## config.mk

```make
export PLATFORM = sky130hd
export DESIGN_NAME = shift_exec_stage_flat
export DESIGN_NICKNAME = d
export VERILOG_FILES = /design/src/rtl/shift_exec_stage_pkg.sv /design/src/rtl/shift_exec_stage_if.sv /design/src/rtl/shift_exec_stage_core.sv /design/src/rtl/shift_exec_stage.sv /design/src/flat_wrapper.sv
export SDC_FILE = /design/constraint.sdc
export NUM_CORES = 1
export LEC_CHECK = 0
export CAP_MARGIN = 0
export CORE_UTILIZATION = 57
export DETAILED_ROUTE_END_ITERATION = 10
export PLACE_DENSITY = 0.81
export SKIP_LAST_GASP = 1
export SYNTH_ARGS = -nofsm -noshare
export SYNTH_HDL_FRONTEND = slang
export SYNTH_SLANG_ARGS = --single-unit
```

## constraint.sdc

```tcl
create_clock -name clk -period 3.8 [get_ports clk]
set_input_delay 0.76 -clock clk [delete_from_list [all_inputs] [get_ports clk]]
set_output_delay 0.76 -clock clk [all_outputs]
set_load 0.05 [all_outputs]
```

## src/rtl/shift_exec_stage_pkg.sv

```systemverilog
// rtl/shift_exec_stage_pkg.sv - shared constants, opcode enum and buffered result type
package shift_exec_stage_pkg;

    // WIDTH is the datapath width. SHAMT_W must stay log2(WIDTH) so that
    // every shift amount 0..WIDTH-1 can be expressed.
    localparam int WIDTH   = 16;
    localparam int SHAMT_W = 4;
    localparam int TAG_W   = 3;

    typedef enum logic [1:0] {
        OP_SLL = 2'b00,
        OP_SRL = 2'b01,
        OP_SRA = 2'b10,
        OP_ROR = 2'b11
    } op_e;

    // One buffered result: the value plus its flags and destination tag.
    // The head register and the skid register both use this type.
    typedef struct packed {
        logic [WIDTH-1:0] result;
        logic             carry;
        logic             zero;
        logic             neg;
        logic [TAG_W-1:0] tag;
    } res_t;

    typedef enum logic [1:0] {
        ST_EMPTY = 2'b00,
        ST_ONE   = 2'b01,
        ST_TWO   = 2'b10
    } state_e;

endpackage

```

## src/rtl/shift_exec_stage_if.sv

```systemverilog
// rtl/shift_exec_stage_if.sv - operand-fetch and writeback handshake bundle
interface shift_exec_stage_if;
    import shift_exec_stage_pkg::*;

    // Operand-fetch side
    logic               in_valid;
    logic               in_ready;
    logic [1:0]         in_op;
    logic [WIDTH-1:0]   in_data;
    logic [SHAMT_W-1:0] in_shamt;
    logic [TAG_W-1:0]   in_tag;

    // Writeback side
    logic               out_valid;
    logic               out_ready;
    logic [WIDTH-1:0]   out_result;
    logic               out_carry;
    logic               out_zero;
    logic               out_neg;
    logic [TAG_W-1:0]   out_tag;

    // The environment: issues operations and consumes results
    modport master (
        output in_valid, in_op, in_data, in_shamt, in_tag, out_ready,
        input  in_ready, out_valid, out_result, out_carry, out_zero, out_neg, out_tag
    );

    // The execute stage itself
    modport slave (
        input  in_valid, in_op, in_data, in_shamt, in_tag, out_ready,
        output in_ready, out_valid, out_result, out_carry, out_zero, out_neg, out_tag
    );
endinterface

```

## src/rtl/shift_exec_stage_core.sv

```systemverilog
// rtl/shift_exec_stage_core.sv - combinational log-stage shifter with carry and flags
module shift_core
    import shift_exec_stage_pkg::*;
(
    input  op_e                op,
    input  logic [WIDTH-1:0]   data,
    input  logic [SHAMT_W-1:0] shamt,
    output logic [WIDTH-1:0]   result,
    output logic               carry,
    output logic               zero,
    output logic               neg
);

    // Left and right shifters carry one guard bit each. The guard bit ends
    // up holding the last bit shifted out, and stays 0 when shamt is 0.
    logic [WIDTH:0]   left_ext;
    logic [WIDTH:0]   right_ext;
    logic [WIDTH-1:0] rot;

    // Binary-weighted stages for all three networks, then select by opcode
    always_comb begin
        left_ext  = {1'b0, data};
        right_ext = {data, 1'b0};
        rot       = data;
        for (int k = 0; k < SHAMT_W; k++) begin
            if (shamt[k]) begin
                left_ext = left_ext << (1 << k);
                if (op == OP_SRA) begin
                    right_ext = $unsigned($signed(right_ext) >>> (1 << k));
                end else begin
                    right_ext = right_ext >> (1 << k);
                end
                rot = (rot >> (1 << k)) | (rot << (WIDTH - (1 << k)));
            end
        end

        result = data;
        carry  = 1'b0;
        case (op)
            OP_SLL: begin
                result = left_ext[WIDTH-1:0];
                carry  = left_ext[WIDTH];
            end
            OP_SRL, OP_SRA: begin
                result = right_ext[WIDTH:1];
                carry  = right_ext[0];
            end
            default: begin
                result = rot;
                carry  = (shamt != '0) & rot[WIDTH-1];
            end
        endcase

        zero = (result == '0);
        neg  = result[WIDTH-1];
    end

endmodule

```

## src/rtl/shift_exec_stage.sv

```systemverilog
// rtl/shift_exec_stage.sv - registered shift execute stage with 2-entry output buffer
module shift_exec_stage
    import shift_exec_stage_pkg::*;
(
    input  logic               clk,
    input  logic               reset,
    shift_exec_stage_if.slave  bus
);

    state_e state, state_next;
    res_t   head, skid;
    res_t   core_res;

    logic   accept;
    logic   xfer;
    logic   load_head_core;
    logic   load_head_skid;
    logic   load_skid;

    shift_core u_core (
        .op     (op_e'(bus.in_op)),
        .data   (bus.in_data),
        .shamt  (bus.in_shamt),
        .result (core_res.result),
        .carry  (core_res.carry),
        .zero   (core_res.zero),
        .neg    (core_res.neg)
    );

    assign core_res.tag = bus.in_tag;

    // in_ready depends on state and reset only, never on out_ready
    assign bus.in_ready  = (state != ST_TWO) & ~reset;
    assign bus.out_valid = (state != ST_EMPTY);

    assign accept = bus.in_valid & bus.in_ready;
    assign xfer   = bus.out_valid & bus.out_ready;

    assign bus.out_result = head.result;
    assign bus.out_carry  = head.carry;
    assign bus.out_zero   = head.zero;
    assign bus.out_neg    = head.neg;
    assign bus.out_tag    = head.tag;

    // Buffer control: next state and which register loads from where
    always_comb begin
        state_next     = state;
        load_head_core = 1'b0;
        load_head_skid = 1'b0;
        load_skid      = 1'b0;
        case (state)
            ST_EMPTY: begin
                if (accept) begin
                    state_next     = ST_ONE;
                    load_head_core = 1'b1;
                end
            end
            ST_ONE: begin
                if (accept && xfer) begin
                    load_head_core = 1'b1;
                end else if (accept) begin
                    state_next = ST_TWO;
                    load_skid  = 1'b1;
                end else if (xfer) begin
                    state_next = ST_EMPTY;
                end
            end
            ST_TWO: begin
                if (xfer) begin
                    state_next     = ST_ONE;
                    load_head_skid = 1'b1;
                end
            end
            default: begin
                state_next = ST_EMPTY;
            end
        endcase
    end

    // State, head and skid registers; reset discards everything in flight
    always_ff @(posedge clk) begin
        if (reset) begin
            state <= ST_EMPTY;
            head  <= '0;
            skid  <= '0;
        end else begin
            state <= state_next;
            if (load_head_core) begin
                head <= core_res;
            end else if (load_head_skid) begin
                head <= skid;
            end
            if (load_skid) begin
                skid <= core_res;
            end
        end
    end

endmodule

```

## src/flat_wrapper.sv

```systemverilog
// flat-port wrapper written by rule: the top's interface ports become plain ports
module shift_exec_stage_flat import shift_exec_stage_pkg::*;
  (clk, reset, bus_in_valid, bus_in_op, bus_in_data, bus_in_shamt, bus_in_tag, bus_out_ready, bus_in_ready, bus_out_valid, bus_out_result, bus_out_carry, bus_out_zero, bus_out_neg, bus_out_tag);
  shift_exec_stage_if bus_i ();
  input  logic clk;
  input  logic reset;
  input wire logic [$bits(bus_i.in_valid)-1:0] bus_in_valid;
  input wire logic [$bits(bus_i.in_op)-1:0] bus_in_op;
  input wire logic [$bits(bus_i.in_data)-1:0] bus_in_data;
  input wire logic [$bits(bus_i.in_shamt)-1:0] bus_in_shamt;
  input wire logic [$bits(bus_i.in_tag)-1:0] bus_in_tag;
  input wire logic [$bits(bus_i.out_ready)-1:0] bus_out_ready;
  output wire logic [$bits(bus_i.in_ready)-1:0] bus_in_ready;
  output wire logic [$bits(bus_i.out_valid)-1:0] bus_out_valid;
  output wire logic [$bits(bus_i.out_result)-1:0] bus_out_result;
  output wire logic [$bits(bus_i.out_carry)-1:0] bus_out_carry;
  output wire logic [$bits(bus_i.out_zero)-1:0] bus_out_zero;
  output wire logic [$bits(bus_i.out_neg)-1:0] bus_out_neg;
  output wire logic [$bits(bus_i.out_tag)-1:0] bus_out_tag;
  assign bus_i.in_valid = bus_in_valid;
  assign bus_i.in_op = bus_in_op;
  assign bus_i.in_data = bus_in_data;
  assign bus_i.in_shamt = bus_in_shamt;
  assign bus_i.in_tag = bus_in_tag;
  assign bus_i.out_ready = bus_out_ready;
  assign bus_in_ready = bus_i.in_ready;
  assign bus_out_valid = bus_i.out_valid;
  assign bus_out_result = bus_i.out_result;
  assign bus_out_carry = bus_i.out_carry;
  assign bus_out_zero = bus_i.out_zero;
  assign bus_out_neg = bus_i.out_neg;
  assign bus_out_tag = bus_i.out_tag;
  shift_exec_stage u_core (.clk(clk), .reset(reset), .bus(bus_i));
endmodule
```

Yosys cells after proc, flatten, opt, wreduce, memory -nomap -nowiden
Index checks and enable logic that the tools add are counted.
{"block": "totals", "output_inout_bits": 24, "inputBits": 29, "elab_cells": 71, "regBits": 46}
{"block": "classes", "reduce_logical": 9, "muxes": 33, "n_bitwise": 9, "n_eq_ne": 9}
{"cell": "two-way mux 17 bit", "n": 12}
{"cell": "two-way mux 16 bit", "n": 4}
{"cell": "two-way mux 22 bit", "n": 2}
{"cell": "one-hot mux 16 bit (2 select lines)", "n": 1}
{"cell": "logical NOT 16 bit", "n": 1}
{"cell": "OR 12 x 16 -> 16 bit", "n": 1}
{"cell": "OR 14 x 16 -> 16 bit", "n": 1}
{"cell": "OR 15 x 16 -> 16 bit", "n": 1}
{"cell": "OR 8 x 16 -> 16 bit", "n": 1}
{"cell": "two-way mux 2 bit", "n": 5}
{"cell": "two-way mux 1 bit", "n": 6}
{"cell": "one-hot mux 2 bit (3 select lines)", "n": 1}
{"cell": "bitwise AND 1 bit", "n": 4}
{"cell": "equality test 2 x 1 -> 1 bit, second input constant", "n": 2}
{"cell": "equality test 2 bit, second input constant", "n": 2}
{"cell": "logical NOT 2 bit", "n": 2}
{"cell": "inequality test 2 x 1 -> 1 bit, second input constant", "n": 2}
{"cell": "inequality test 2 bit, second input constant", "n": 2}
{"cell": "one-hot mux 1 bit (2 select lines)", "n": 2}
{"cell": "AND reduction 4 bit", "n": 1}
{"cell": "nonzero test 2 bit", "n": 2}
{"cell": "nonzero test 4 bit", "n": 1}
{"cell": "inequality test 3 x 1 -> 1 bit, second input constant", "n": 1}
{"cell": "OR reduction 2 bit", "n": 1}
{"cell": "2 further kinds", "n": 2}

Longest topological paths before layout
Gate-level depths: netlist of the first run.
{"block": "logic_depth", "word_depth": 12, "depth_mapped": 12, "mapped_depth_nobuf": 10}

By module
Synthesis of the first run repeated with hierarchy kept, for this count alone.
{"block": "unflattened", "hier_cells": 547, "area_unflattened_um2": 4549.4}
{"mod": "shift_core", "instances": 1, "cells_each": 302, "area_per_inst_um2": 2428.6}
{"mod": "shift_exec_stage", "instances": 1, "cells_each": 245, "area_per_inst_um2": 2120.8}

Worst setup path after synthesis of the first run
Ideal clock, no wire load.
{"block": "synth_timing", "path_type": "input port to flip-flop", "from": "input bus_in_shamt[1]", "to": "register u_core.head, in the netlist u_core.bus.out_zero", "path_buffers": 2, "path_slack_ps": 624, "required_ps": 3714, "path_stages": 10, "arrival_time_ps": 3090, "setup_time_ps": 86, "cell_sequence": "buf_6 > buf_2 > mux2_2 > mux4_2 > a22oi_1 > o211ai_1 > nor2_1 > nand4b_1 > or3_1 > a221oi_2"}
{"block": "synth_via", "elab_chain_cells": 8}
{"element": "start, declared", "line": "flat_wrapper.sv:10", "rtl": "input wire logic [$bits(bus_i.in_shamt)-1:0] bus_in_shamt;"}
{"element": "two-way mux 16 bit / two-way mux 17 bit (equally long branches)", "line": "shift_exec_stage_core.sv:26", "rtl": "if (shamt[k]) begin"}
{"element": "OR 12 x 16 -> 16 bit / two-way mux 17 bit (equally long branches)", "line": "shift_exec_stage_core.sv:33, shift_exec_stage_core.sv:28"}
{"element": "two-way mux 16 bit / two-way mux 17 bit (equally long branches)", "line": "shift_exec_stage_core.sv:26"}
{"element": "OR 8 x 16 -> 16 bit / two-way mux 17 bit (equally long branches)", "line": "shift_exec_stage_core.sv:33, shift_exec_stage_core.sv:28"}
{"element": "two-way mux 16 bit / two-way mux 17 bit (equally long branches)", "line": "shift_exec_stage_core.sv:26"}
{"element": "one-hot mux 16 bit (2 select lines) (*)", "line": "shift_exec_stage_core.sv:39", "rtl": "case (op)"}
{"element": "logical NOT 16 bit (*)", "line": "shift_exec_stage_core.sv:54", "rtl": "zero = (result == '0);"}
{"element": "two-way mux 22 bit (*)", "line": "shift_exec_stage.sv:88", "rtl": "if (load_head_core) begin"}
{"element": "end signal, assigned", "line": "shift_exec_stage.sv:89", "rtl": "head <= core_res;"}
{"element": "end signal, assigned", "line": "shift_exec_stage.sv:91", "rtl": "head <= skid;"}
{"element": "end, declared", "line": "shift_exec_stage.sv:11", "rtl": "res_t head, skid;"}
Every way passes the cells marked *; elsewhere a longest branch is shown, timed or not.
A chain may end at the register's enable or synchronous reset.

Worst setup path in the final report of the first run
{"block": "layout_timing", "from": "input bus_in_op[0]", "to": "register u_core.head, in the netlist u_core.bus.out_zero"}
{"block": "layout_via", "elab_chain_cells": 12}
{"element": "start, declared", "line": "flat_wrapper.sv:8", "rtl": "input wire logic [$bits(bus_i.in_op)-1:0] bus_in_op;"}
{"element": "equality test 2 bit", "line": "shift_exec_stage_core.sv:28, shift_exec_stage_core.sv:39"}
{"element": "two-way mux 17 bit", "line": "shift_exec_stage_core.sv:28", "rtl": "if (op == OP_SRA) begin"}
{"element": "two-way mux 17 bit", "line": "shift_exec_stage_core.sv:26"}
{"element": "two-way mux 17 bit", "line": "shift_exec_stage_core.sv:28"}
{"element": "two-way mux 17 bit", "line": "shift_exec_stage_core.sv:26"}
{"element": "two-way mux 17 bit", "line": "shift_exec_stage_core.sv:28"}
{"element": "two-way mux 17 bit", "line": "shift_exec_stage_core.sv:26"}
{"element": "two-way mux 17 bit", "line": "shift_exec_stage_core.sv:28"}
{"element": "two-way mux 17 bit", "line": "shift_exec_stage_core.sv:26"}
{"element": "one-hot mux 16 bit (2 select lines) (*)", "line": "shift_exec_stage_core.sv:39"}
{"element": "logical NOT 16 bit (*)", "line": "shift_exec_stage_core.sv:54"}
{"element": "two-way mux 22 bit (*)", "line": "shift_exec_stage.sv:88"}
Marked as above.

==> summary.md, run 1 <==
| Metric | Value |
|---|---|
| Area grow syn2layout | 21.4% |
| Post-synthesis cell count | 562 |
| PnR Total Power | 1.47 mW |
| Vert. Die Dim | 90.0 µm |
| Core Region | 0.00737 mm² |
| Tot GR Track Use | 0.398 |
| Area of the multi-input gates | 0.00321 mm² |
| Finished Layout Cells | 724 |
| Combinational share of power | 0.451 |
| CTS tree | done |
| # diodes | 0 |
| Vias in the first global route | 4753 |
| EDFF count, synth | 0 |
| Synth Area in Compound Gates | 0.260 |
| Hold slack | 461 ps |
| RSZ-0062 raised after global routing | false |
| Status | finished, final reports clean |
| Register area share after synthesis | 0.200 |
| Reg-to-reg critical path startpoint | u_core.state[1] |
| Root buffer cell | clkbuf_8 |
| Worst Path Arrival | 3780 ps |
| Post-route antenna net violation count | 0 |
| Mux share of post-synthesis cell area | 0.234 |
| Wire per inst | 21.7 µm |
| Syn avg cell area | 7.85 µm² |
| PortBufs | 52 |
| Final RePlAce weighted congestion | 1.10 |
| DRT Pass-1 Iters | 5 |
| Clock Latency Late Sink | 310 ps |
| Nets | 656 |
| Share of power burned in registers | 0.336 |
| CP startpoint | bus_in_op[0] |
| Peak VDD IR | 0.247 mV |
| Worst Path Max Fanout | 2 |
| Post-CTS setup buffers | 0 |
| DR iter-0 viols | 665 |
| Unique cell type count in the Yosys netlist | 71 |
| Register area | 881 µm² |
| Initial cell density of the core | 0.598 |
| Pwr Density | 274 mW/mm² |
| I/O Pins | 53 |
| Syn. warnings | 0 |
| Tcrit/Tclk final | 0.938 |
| Largest family of logic cells by synthesized area | compound AO/OA/AOI/OAI gates |
| GRT overflow | 0 |
| Pin count of the biggest net entering global routing | 45 |
| R2r setup slk | 1800 ps |
| H-tree levels | 2 |
| Sw Pwr | 0.564 mW |
| Inst Count DP | 716 |
| Clock transition at path regs | 90 ps |
| Setup crit start kind | primary input |
| Worst Reg2Reg Path Length in Cells | 5 |
| Adder-Cell Fraction of Synth Area | 0.00851 |
| Worst setup path endpoint | u_core.bus.out_zero |
| Worst flop-to-flop path endpoint | u_core.bus.out_tag[1] |
| CTS Buf Count | 5 |
| Final wirelength | 15.7 mm |
| DR vias | 4994 |
| Main flop type after synthesis | dfxtp_1 |
| Synth Area in XOR/XNOR | 0 |
| Worst slew pin tran | 872 ps |
| Post-Syn Area | 0.00441 mm² |
| Hpwl dp | 11.8 mm |
| Max-slew violations | 0 |
| Flops & latches, synth | 44 |
| Setup Skew | 5.36 ps |
| Initial antenna violation count | 0 |
| Clk buf depth | 2 |
| Mapped Nets | 594 |
| Synth Area in Simple Gates | 0.225 |
| CTS Hold Bufs | 0 |
| Via density | 6.90 |
| Pleak | 2.00 nW |
| Post-CTS resize count | 0 |
| DRC viols | 0 |
| Maximum capacitance violations | 0 |
| Endpoints failing hold | 0 |
| Slew HR | 0.417 |
| Hold WC Path Type | flop to flop |
| Final Critical Period | 3570 ps |
| Die Area | 0.00809 mm² |
| Num rows | 31 |
| Wire length of the first global-routing pass | 25.4 mm |
| Crit path kind | primary input to flop |
| Req. time, crit path | 4020 ps |
| Asr flop ratio synth | 0 |
| Internal Pwr Total | 0.905 mW |
| Share of cells above drive strength 1 | 0.187 |
| Final setup viols | 0 |
| CP Capture Type | flop |
| Clk sink count | 44 |
| Fill cells | 567 |
| Clock share of power | 0.212 |
| Net Sw Frac | 0.384 |
| Die X | 90.0 µm |
| Peak Freq | 280 MHz |
cell families (layout without fill, tap and decap cells):
| logic type | after synthesis | in the layout |
|---|---|---|
| AND/OR/NAND/NOR | 214 | 214 |
| AO/OA/AOI/OAI | 161 | 161 |
| multiplexers | 70 | 70 |
| buffers and inverters | 70 | 133 |
| flip-flops | 44 | 44 |
| adder cells (fa/ha/maj) | 3 | 3 |
worst min-delay path by stage:
stage,slack (ps),cells past startpoint,startpoint,to
3_3_place_gp,440,2,u_core.skid[12],u_core.skid[12]
2_1_floorplan,440,2,u_core.skid[0],u_core.skid[0]
5_1_grt,480,2,u_core.skid[16],u_core.skid[16]
3_5_place_dp,450,2,u_core.skid[1],u_core.skid[1]
4_1_cts,460,2,u_core.skid[1],u_core.skid[1]
6_report,460,2,u_core.skid[1],u_core.skid[1]
layout make-up:
type,instances,share of cell area
multi-input cells,448,0.600
repair buffers,115,0.188
flip-flops and latches,44,0.165
well taps,99,0.0231
clock buffers,6,0.0154
inverters,10,0.00701
clock inverters,2,0.00187
metrics by stage:
stage	area (µm²)	worst slack [ps]	utilization	TNS [ps]
after floorplan	4410	624	-	0
after global placement	5260	46.5	0.714	0
after detailed placement	5260	-65.4	0.714	-65.4
after CTS	5350	247	0.726	0
after global routing	5350	59.5	0.726	0
final	5350	235	0.726	0
layout by cell type, fill, tap and decap left out, types with 10 or more instances in the layout:
master | Yosys | routed
nor2b_1 | 16 | 16
a21oi_1 | 37 | 37
o22ai_1 | 13 | 13
a311oi_1 | 10 | 10
mux4_2 | 17 | 17
nor3_1 | 12 | 11
nand2_1 | 86 | 86
dfxtp_1 | 44 | 44
a211oi_1 | 16 | 16
buf_4 | 3 | 62
nand2b_1 | 11 | 11
nor2_1 | 53 | 53
mux2_2 | 13 | 13
o21ai_0 | 15 | 15
mux2i_1 | 33 | 33
clkdlybuf4s50_1 | 0 | 49
cells in the mapped netlist, drive strengths merged (8+ instances only):
| cell type | count | share of area |
|---|---|---|
| nand2 | 86 | 0.073 |
| nor2 | 53 | 0.045 |
| dfxtp | 44 | 0.20 |
| a21oi | 38 | 0.044 |
| clkbuf | 36 | 0.031 |
| mux2i | 33 | 0.075 |
| buf | 24 | 0.034 |
| mux4 | 23 | 0.12 |
| a211oi | 16 | 0.027 |
| nor2b | 16 | 0.023 |
| o21ai | 15 | 0.017 |
| mux2 | 14 | 0.037 |
| o22ai | 13 | 0.018 |
| nor3 | 12 | 0.014 |
| nand2b | 11 | 0.016 |
| a311oi | 10 | 0.020 |
| inv | 9 | 0.0077 |
| a22oi | 8 | 0.014 |
| and2 | 8 | 0.011 |
| o211ai | 8 | 0.014 |
power groups by stage:
| stage | logic (mW) | clock network, mW | registers (mW) |
|---|---|---|---|
| final | 0.663 | 0.312 | 0.494 |
| after global routing | 0.699 | 0.337 | 0.497 |
| after CTS | 0.643 | 0.314 | 0.494 |
| after detailed placement | 0.641 | 0 | 0.505 |
| after global placement | 0.633 | 0 | 0.504 |
| after floorplan | 0.358 | 0 | 0.557 |
worst max-delay path, cell delays in order:
cell and delay [ps]:
clkdlybuf4s50_1 480, inv_1 70, ha_1 210, mux4_1 520, nand2b_1 170, a32oi_1 300
nand2_1 140, a2111oi_2 370, nand4b_1 130, or3_1 350, a221oi_2 280
registers in the layout, indices dropped and copies added (netlist names):
register,count
u_core.bus.out_result,16
u_core.bus.out_tag,3
u_core.bus.out_carry,1
u_core.bus.out_zero,1
u_core.state,2
u_core.skid,21
metal layers:
metal  GRT usage  up-vias  part of all wire
met4       0.148        0             0.036
met2       0.579      355              0.43
li1            -     2232                 -
met3       0.102       59              0.13
met5           0        -                 0
met1       0.566     2348              0.41
Power figures use the tool's default switching activity.
==> run 2: changes to the inputs <==
==> constraint.sdc (replaced) <==
create_clock -name clk -period 3.8 [get_ports clk]
set_input_delay 0.38 -clock clk [delete_from_list [all_inputs] [get_ports clk]]
set_output_delay 0.38 -clock clk [all_outputs]
set_load 0.05 [all_outputs]
==> summary.md, run 2 (synthesis gave the netlist of run 1 again) <==
| Metric | Value |
|---|---|
| Wire per inst | 21.8 µm (+0.26%) |
| Initial cell density of the core | 0.598 (unchanged) |
| Final RePlAce weighted congestion | 1.15 (+4.7%) |
| Slew HR | 0.425 (+0.00822) |
| Accumulated negative setup slack | 0 ps (unchanged) |
| Most frequent cells in the layout | 86 x nand2_1, 53 x nor2_1, 50 x clkdlybuf4s50_1, 44 x dfxtp_1, 37 x a21oi_1 |
| Die X | 90.0 µm (unchanged) |
| Crit path kind | primary input to flop |
| H-tree levels | 2 (unchanged) |
| Final wirelength | 15.2 mm (-3.6%) |
| Final setup viols | 0 (unchanged) |
| Peak Freq | 300 MHz (+6.9%) |
| I/O Pins | 53 (unchanged) |
| Endpoints failing hold | 0 (unchanged) |
| Hpwl dp | 11.2 mm (-5.2%) |
| Via density | 6.96 (+0.86%) |
| Vias in the first global route | 4508 (-5.2%) |
| GRT overflow | 0 (unchanged) |
| Nets | 628 (-4.3%) |
| DR iter-0 viols | 707 (+6.3%) |
| RSZ-0062 raised after global routing | false |
| Pleak | 1.86 nW (-6.9%) |
| Post-CTS setup buffers | 0 (unchanged) |
| Post-route antenna net violation count | 0 (unchanged) |
| Sw Pwr | 0.552 mW (-2.0%) |
| Gr busiest metal | met2 |
| Clk buf depth | 2 (unchanged) |
| Combinational share of power | 0.425 (-0.026) |
| Clk sink count | 44 (unchanged) |
| Peak VDD IR | 0.248 mV (+0.29%) |
| Area grow syn2layout | 16.7% |
| Share of cells above drive strength 1 | 0.146 (-0.0415) |
| Max reg flops | 21 (unchanged) |
| CP Capture Type | flop |
| # diodes | 0 (unchanged) |
| Vert. Die Dim | 90.0 µm (unchanged) |
| Setup crit start kind | primary input |
| Share of power burned in registers | 0.334 (-0.002) |
| Root buffer cell | clkbuf_8 |
| Worst Path Arrival | 3560 ps (-220 ps) |
| DRT Pass-1 Iters | 6 (+1) |
| Post-CTS resize count | 0 (unchanged) |
| Tot GR Track Use | 0.379 (-0.0192) |
| R2r setup slk | 1660 ps (-140 ps) |
| Net Sw Frac | 0.373 (-0.0105) |
| Dpl ws | 226 ps (+291 ps) |
| Met2 Usage GRT | 0.553 (-0.0263) |
| CTS Hold Bufs | 0 (unchanged) |
| Fill cells | 600 (+5.8%) |
| GR Util met1 | 0.532 (-0.0344) |
| PnR Total Power | 1.48 mW (+0.76%) |
| Status | finished, final reports clean |
| Maximum capacitance violations | 0 (unchanged) |
| Internal Pwr Total | 0.928 mW (+2.5%) |
| Met3 Use GR | 0.110 (+0.00761) |
| PortBufs | 52 (unchanged) |
| Worst slew pin tran | 862 ps (-10.7 ps) |
| Core Region | 0.00737 mm² (unchanged) |
| Final Critical Period | 3340 ps (-229 ps) |
| Commonest non-fill, non-tap cell in the layout | nand2_1 |
| Pwr Density | 288 mW/mm² (+4.8%) |
| CTS Buf Count | 5 (unchanged) |
| Worst Path Max Fanout | 4 (+2) |
| Initial antenna violation count | 0 (unchanged) |
| Wire length of the first global-routing pass | 24.2 mm (-4.9%) |
| Setup Skew | 10.7 ps (+5.35 ps) |
| Pin count of the biggest net entering global routing | 49 (+8.9%) |
| Hold WC Path Type | flop to flop |
| CTS tree | done |
| Clock share of power | 0.241 (+0.029) |
| Tcrit/Tclk final | 0.878 (-0.0604) |
| Num rows | 31 (unchanged) |
| Setup WS post-layout | 464 ps (+229 ps) |
| Clock Latency Late Sink | 300 ps (about the same) |
| DRC viols | 0 (unchanged) |
| Req. time, crit path | 4020 ps (about the same) |
| Reg with most FFs | u_core.skid |
| Max-slew violations | 0 (unchanged) |
| DR vias | 4842 (-3.0%) |
| Die Area | 0.00809 mm² (unchanged) |
| Clock transition at path regs | 90 ps (about the same) |
-- run 2: changes by cell type in the layout (fill, tap and decap cells not counted), sizes merged --
cell	change
clkinv	-1
bufinv	+1
buf	-29
clkdlybuf4s50	+1
-- run 2: worst paths after layout --
kind / to / from / cells past startpoint
max reg2reg: u_core.bus.out_result[2] / u_core.state[1] / 5
min: u_core.skid[2] / u_core.skid[2] / 2
min reg2reg: u_core.skid[2] / u_core.skid[2] / 2
max: u_core.bus.out_zero / bus_in_op[0] / 11
-- run 2: power by group through the flow --
stage	logic, mW	registers (mW)	clock network [mW]
floorplan	0.358	0.557	0
global placement	0.601	0.504	0
detailed placement	0.606	0.505	0
CTS	0.609	0.494	0.357
global route	0.660	0.496	0.381
finish	0.629	0.494	0.357
-- run 2: worst max-delay path: stages --
cell	delay, ps
clkdlybuf4s50_1	480
inv_1	60
ha_1	280
mux4_1	540
nand2b_1	170
a32oi_1	370
nand2_1	150
a2111oi_2	370
nand4b_1	130
or3_1	360
a221oi_2	270
-- run 2: per-layer routing --
layer  vias up  wire length [µm]
met2       379              6500
li1       2175                 -
met5         -                 0
met1      2236              6200
met4         0               510
met3        52              1950
-- run 2: metrics by stage --
step           hold WS, ps  cells  cell area (µm²)  utilization
2_1_floorplan          437    562             4410            -
3_3_place_gp           443    688             5040        0.684
3_5_place_dp           449    688             5040        0.684
4_1_cts                462    696             5150        0.698
5_1_grt                472    696             5150        0.698
6_report               463    696             5150        0.698
-- run 2: final cells by class --
class,instances,area (µm²),area share
Clock inverter,2,35.0,0.00681
Sequential cell,44,881,0.171
Multi-Input combinational cell,448,3210,0.624
Clock buffer,6,72.6,0.0141
Timing Repair Buffer,87,786,0.153
Inverter,10,37.5,0.00729
Tap cell,99,124,0.0241
